**config.mk**
```make
export PLATFORM = sky130hd
export DESIGN_NAME = register_bank
export DESIGN_NICKNAME = d
export VERILOG_FILES = /design/src/rtl/register_bank.sv
export SDC_FILE = /design/constraint.sdc
export NUM_CORES = 2
export LEC_CHECK = 0
export CAP_MARGIN = 0
export CORE_AREA = 2 2 646 648
export DETAILED_ROUTE_END_ITERATION = 7
export DIE_AREA = 0 0 648 650
export PLACE_DENSITY = 0.32
export SLEW_MARGIN = 20
export SYNTH_ARGS = -nofsm -noshare
export SYNTH_HDL_FRONTEND = slang
export SYNTH_SLANG_ARGS = --single-unit
```
**constraint.sdc**
```tcl
create_clock -name i_clk -period 2.2 [get_ports i_clk]
set_clock_uncertainty 0.05 [all_clocks]
set_input_delay 0.44 -clock i_clk [delete_from_list [all_inputs] [get_ports i_clk]]
set_output_delay 0.44 -clock i_clk [all_outputs]
set_load 0.05 [all_outputs]
```
**src/rtl/register_bank.sv**
```systemverilog
// rtl/register_bank.sv - parametrised Avalon-MM register bank with per-register RW/RO/W1C/PULSE modes
// RW registers are shadowed and copied to their active value on commit (or one cycle later with AUTO_COMMIT).
module register_bank #(
  parameter int                         DATA_W      = 64,
  parameter int                         NUM_REGS    = 8,
  parameter int                         ADDR_W      = $clog2(NUM_REGS),
  parameter logic [NUM_REGS*DATA_W-1:0] RST_VALUES  = '0,
  parameter logic [2*NUM_REGS-1:0]      REG_MODE    = '0,
  parameter int                         AUTO_COMMIT = 0
) (
  input  logic                         i_clk,
  input  logic                         i_rst,
  input  logic [ADDR_W-1:0]            i_address,
  input  logic                         i_write,
  input  logic [DATA_W-1:0]            i_writedata,
  input  logic [DATA_W/8-1:0]          i_byteenable,
  input  logic                         i_read,
  output logic [DATA_W-1:0]            o_readdata,
  output logic                         o_readdatavalid,
  input  logic                         i_commit,
  output logic                         o_commit_ack,
  input  logic [NUM_REGS*DATA_W-1:0]   i_hw_data,
  input  logic [NUM_REGS*DATA_W-1:0]   i_hw_set,
  output logic [NUM_REGS*DATA_W-1:0]   o_regs
);

  localparam int NUM_BYTES = DATA_W / 8;

  logic [DATA_W-1:0]          be_mask;
  logic [NUM_REGS-1:0]        wr_hit;
  logic [NUM_REGS*DATA_W-1:0] rd_flat;
  logic [DATA_W-1:0]          rd_sel;

  always_comb begin
    be_mask = '0;
    for (int b = 0; b < NUM_BYTES; b++) begin
      be_mask[b*8 +: 8] = {8{i_byteenable[b]}};
    end
  end

  always_comb begin
    wr_hit = '0;
    for (int k = 0; k < NUM_REGS; k++) begin
      wr_hit[k] = i_write && (i_address == ADDR_W'(k));
    end
  end

  for (genvar k = 0; k < NUM_REGS; k++) begin : g_reg
    localparam logic [DATA_W-1:0] RST  = RST_VALUES[k*DATA_W +: DATA_W];
    localparam logic [1:0]        MODE = REG_MODE[2*k +: 2];

    logic unused_in;
    assign unused_in = ^{i_hw_data[k*DATA_W +: DATA_W], i_hw_set[k*DATA_W +: DATA_W], wr_hit[k]};

    if (MODE == 2'd0) begin : g_rw
      logic [DATA_W-1:0] shadow_q, shadow_d, active_q;

      always_comb begin
        shadow_d = shadow_q;
        if (wr_hit[k]) shadow_d = (shadow_q & ~be_mask) | (i_writedata & be_mask);
      end

      // A commit copies the post-write shadow, so a write in the commit cycle is included.
      always_ff @(posedge i_clk) begin
        if (i_rst) begin
          shadow_q <= RST;
          active_q <= RST;
        end else begin
          shadow_q <= shadow_d;
          if (AUTO_COMMIT != 0) active_q <= shadow_q;
          else if (i_commit)    active_q <= shadow_d;
        end
      end

      assign rd_flat[k*DATA_W +: DATA_W] = shadow_q;
      assign o_regs[k*DATA_W +: DATA_W]  = active_q;
    end else if (MODE == 2'd1) begin : g_ro
      logic [DATA_W-1:0] value_q;

      always_ff @(posedge i_clk) begin
        if (i_rst) value_q <= RST;
        else       value_q <= i_hw_data[k*DATA_W +: DATA_W];
      end

      assign rd_flat[k*DATA_W +: DATA_W] = value_q;
      assign o_regs[k*DATA_W +: DATA_W]  = value_q;
    end else if (MODE == 2'd2) begin : g_w1c
      logic [DATA_W-1:0] value_q, clr;

      assign clr = wr_hit[k] ? (i_writedata & be_mask) : '0;

      // Hardware set is applied after the clear so a simultaneous set wins.
      always_ff @(posedge i_clk) begin
        if (i_rst) value_q <= RST;
        else       value_q <= (value_q & ~clr) | i_hw_set[k*DATA_W +: DATA_W];
      end

      assign rd_flat[k*DATA_W +: DATA_W] = value_q;
      assign o_regs[k*DATA_W +: DATA_W]  = value_q;
    end else begin : g_pulse
      logic [DATA_W-1:0] value_q;

      always_ff @(posedge i_clk) begin
        if (i_rst)          value_q <= RST;
        else if (wr_hit[k]) value_q <= (value_q & ~be_mask) | (i_writedata & be_mask);
        else                value_q <= RST;
      end

      assign rd_flat[k*DATA_W +: DATA_W] = value_q;
      assign o_regs[k*DATA_W +: DATA_W]  = value_q;
    end
  end

  // Unpopulated addresses match no register and read back as zero.
  always_comb begin
    rd_sel = '0;
    for (int k = 0; k < NUM_REGS; k++) begin
      if (i_address == ADDR_W'(k)) rd_sel = rd_flat[k*DATA_W +: DATA_W];
    end
  end

  always_ff @(posedge i_clk) begin
    if (i_rst) begin
      o_readdata      <= '0;
      o_readdatavalid <= 1'b0;
      o_commit_ack    <= 1'b0;
    end else begin
      o_commit_ack <= i_commit;
      if (i_read && !i_write) begin
        o_readdata      <= rd_sel;
        o_readdatavalid <= 1'b1;
      end else begin
        o_readdata      <= '0;
        o_readdatavalid <= 1'b0;
      end
    end
  end

endmodule

```
==> flow_summary.yaml <==
timing:
  setup_slack_ns: -0.0345
  tightest_slew_ns: 1.08
  hold_viol_final: 0
  slew_violations: 0
  max_freq_ghz: 0.448
  relSlewSlack: 0.282
  period_share: 1.02
  setup_viol: 1
  rsz0062_at_grt: "false"
  fin_setup_tns_ns: -0.0345
  fin_crit_ns: 2.23
critical_path:
  crit_type: "primary input to flop"
  worst_path_max_delay_cell: "a221oi_1"
  path_cells: "dlygate4sd3_1 > buf_8 > nor3b_2 > buf_12 > buf_12 > o21ai_0 > a221oi_1 > buf_4"
  crit_fanout: 13
  required_ns: 2.91
  crit_top_cell: "buf_12"
  cp-start-kind: "primary input"
  crit_family: "buffers and inverters"
  cp_num_buf_inv: 5
  critical_path_arrival_ns: 2.94
  critPathMaxStageDelay_ns: 0.65
  critPathCaptureType: "flop"
pwr:
  pwr-share-seq: 0.401
  combPwrFrac: 0.130
  p_switching_w: 0.0153
  power_w: 0.0522
  switching_share: 0.293
  p_int_w: 0.0369
  p_clk_frac: 0.469
  power.leakage_nw: 22.7
  powerDensity_nw_per_um2: 819
  vdd_ir_drop_max_mv: 0.511
synth:
  syn_nets: 5455
  synth.area.mux_share: 0.153
  synth_flop_cell: "dfxtp_1"
  synthXorXnorAreaFrac: 0
  synthAdderAreaFrac: 0
  synth_edf_count: 0
  seq_area_frac_synth: 0.508
  synth_top_family_by_area: "compound AO/OA/AOI/OAI gates"
  synth-simple-area-share: 0.132
  synth_commonest_cells: "dfxtp_1 (1,090), nor2_1 (1,025), mux2i_1 (512)"
  yosys.area.top_type_share: 0.508
  syn_avg_cell_area_um2: 9.87
  ys_seq_elements: 1090
  netlist_instances: 4351
  synthesis.area_um2: 42900
  yosys_warnings: 0
  synth.area.top_cells: "dfxtp_1 (51%), mux2i_1 (12%), nor2_1 (9.0%), a211oi_1 (8.9%), mux2_2 (3.3%)"
  synth-async-reset-ratio: 0
  synth_cell_types: 33
  post-synth-top-count-cell: "dfxtp_1"
  synth_largest_area_cell: "dfxtp_1"
  synth-compound-area-share: 0.164
placed_design:
  dp_hpwl_um: 185000
  dp.cells: 10571
  preCtsSetupSlack_ns: -0.753
  gp_congestion: 0.769
  placed_area_um2: 59300
  port_buffers: 657
grt:
  grt_max_degree: 155
  grt_pass1_wl_um: 322000
  grt_overflow: 0
  gr-usage-all-layers: 0.109
  grt_antenna_before_repair: 32
  first_global_vias: 37127
routing:
  wl_per_cell_um: 21.9
  totalWireLength_um: 237000
  drt_drc_violations_left: 0
  drt-initial-drc-count: 2054
  vias: 36313
  via_per_inst: 3.35
  ant_nets: 0
  drtPass1Iterations: 5
hold_path:
  hold_class: "primary input to flop"
die:
  initial_core_util: 0.104
  core-area_um2: 415000
  die_area_um2: 421000
  core.rowCount: 237
  die_w_um: 648
  io_pins: 1682
  die_h_um: 650
layout:
  layout-drive-gt1-share: 0.285
  design_area_um2: 63700
  syn_to_final_growth_pct: 48.4
  final_nets: 6329
  fin_cells: 10832
clock_network:
  path_clk_slew_ns: 0.06
  htreeDepth: 4
  cts_buffers: 148
  clock_path_buffers: 4
  cts_root_buf: "clkbuf_16"
  tritoncts: "done"
  cts.sinks: 1090
  cts_setup_buffers: 0
  clock_latency_ns: 0.88
job:
  drv_cap: 0
outcome:
  status: "finished with violations"
  violations: "negative setup slack"
[cells in the final DEF, fill, tap and decap left out, drive strengths merged]
| cell | n |
|---|---|
| a211oi | 512 |
| a221o | 1 |
| a221oi | 64 |
| a22oi | 126 |
| and3 | 1 |
| buf | 866 |
| bufinv | 9 |
| clkbuf | 215 |
| clkdlybuf4s15 | 193 |
| clkdlybuf4s18 | 9 |
| clkdlybuf4s50 | 73 |
| clkinv | 25 |
| clkinvlp | 4 |
| dfxtp | 1090 |
| diode | 4 |
| dlygate4sd2 | 1 |
| dlygate4sd3 | 1 |
| inv | 7 |
| mux2 | 127 |
| mux2i | 512 |
| mux4 | 1 |
| nand2 | 1 |
| nand2b | 3 |
| nand3 | 8 |
| nand3b | 9 |
| nor2 | 1089 |
| nor2b | 2 |
| nor3b | 1 |
| o21ai | 254 |
| o22ai | 63 |
| or2 | 64 |
[stage by stage]
| stage | hold WS [ns] | utilization |
|---|---|---|
| after global routing | 0.0904 | 0.154 |
| after detailed placement | 0.429 | 0.143 |
| after CTS | 0.0253 | 0.154 |
| after global placement | 0.427 | 0.143 |
| final | 0.0822 | 0.154 |
| after floorplan | 0.424 | - |
[flip-flops by register name, indices dropped and copies added (netlist names)]
register / flops
g.g_rw.active_q: 512
o_commit_ack: 1
o_readdata: 64
o_readdatavalid: 1
g.g_rw.shadow_q: 512
[metal layers]
layer  routed length (µm)  global-route usage  vias up
met5                  154                   0        -
met4                 6100              0.0264       26
met3                19300              0.0397      242
met2               114000               0.188      894
met1                97600               0.128    17898
li1                     -                   -    17253
[power by group through the flow]
stage	registers [W]	clock network (W)	logic [W]
finish	0.0209	0.0245	0.00680
global route	0.0210	0.0261	0.00725
CTS	0.0209	0.0254	0.00696
detailed placement	0.0213	0	0.00708
global placement	0.0214	0	0.00710
floorplan	0.0228	0	0.00222
[final cells by class]
| cell class | instances | area, µm² |
|---|---|---|
| Clock inverter | 45 | 542 |
| Fill cell | 46429 | 351000 |
| Tap cell | 5497 | 6880 |
| Sequential cell | 1090 | 21800 |
| Clock buffer | 211 | 4240 |
| Antenna cell | 4 | 10.0 |
| Multi-Input combinational cell | 2838 | 19300 |
| Timing Repair Buffer | 1147 | 10900 |
[final timing paths]
check	startpoint	end	slack [ns]	depth (start not counted)
min reg2reg	g_reg[6].g_rw.active_q[14]$_SDFFE_PP0P_	g_reg[6].g_rw.active_q[14]$_SDFFE_PP0P_	0.43	2
max reg2reg	g_reg[3].g_rw.shadow_q[1]$_SDFF_PP0_	o_readdata[1]$_SDFF_PP0_	0.24	5
max	i_rst	o_readdata[52]$_SDFF_PP0_	-0.03	8
min	i_address[2]	o_readdata[23]$_SDFF_PP0_	0.08	3
[logic make-up (layout without fill, tap and decap cells)]
| group | after synthesis | count (layout) |
|---|---|---|
| buf+inv | 423 | 1403 |
| other cells | 0 | 4 |
| compound gates | 1020 | 1020 |
| simple gates | 1178 | 1178 |
| flops | 1090 | 1090 |
| mux | 640 | 640 |
[worst reg2reg max path: stages, from the launching register on]
cell and delay (ns):
dfxtp_1 0.32, mux2_2 0.20, a22oi_1 0.08, or2_2 0.29
a221oi_2 0.69, buf_12 0.21
[repair_timing]
action | CTS | global route
endpoints found under the hold margin | 1 | 0
gates resized for setup | 1260 | 6
endpoints found under the setup margin | 336 | 6
hold buffers | 1 | 0
Power figures use the tool's default switching activity.
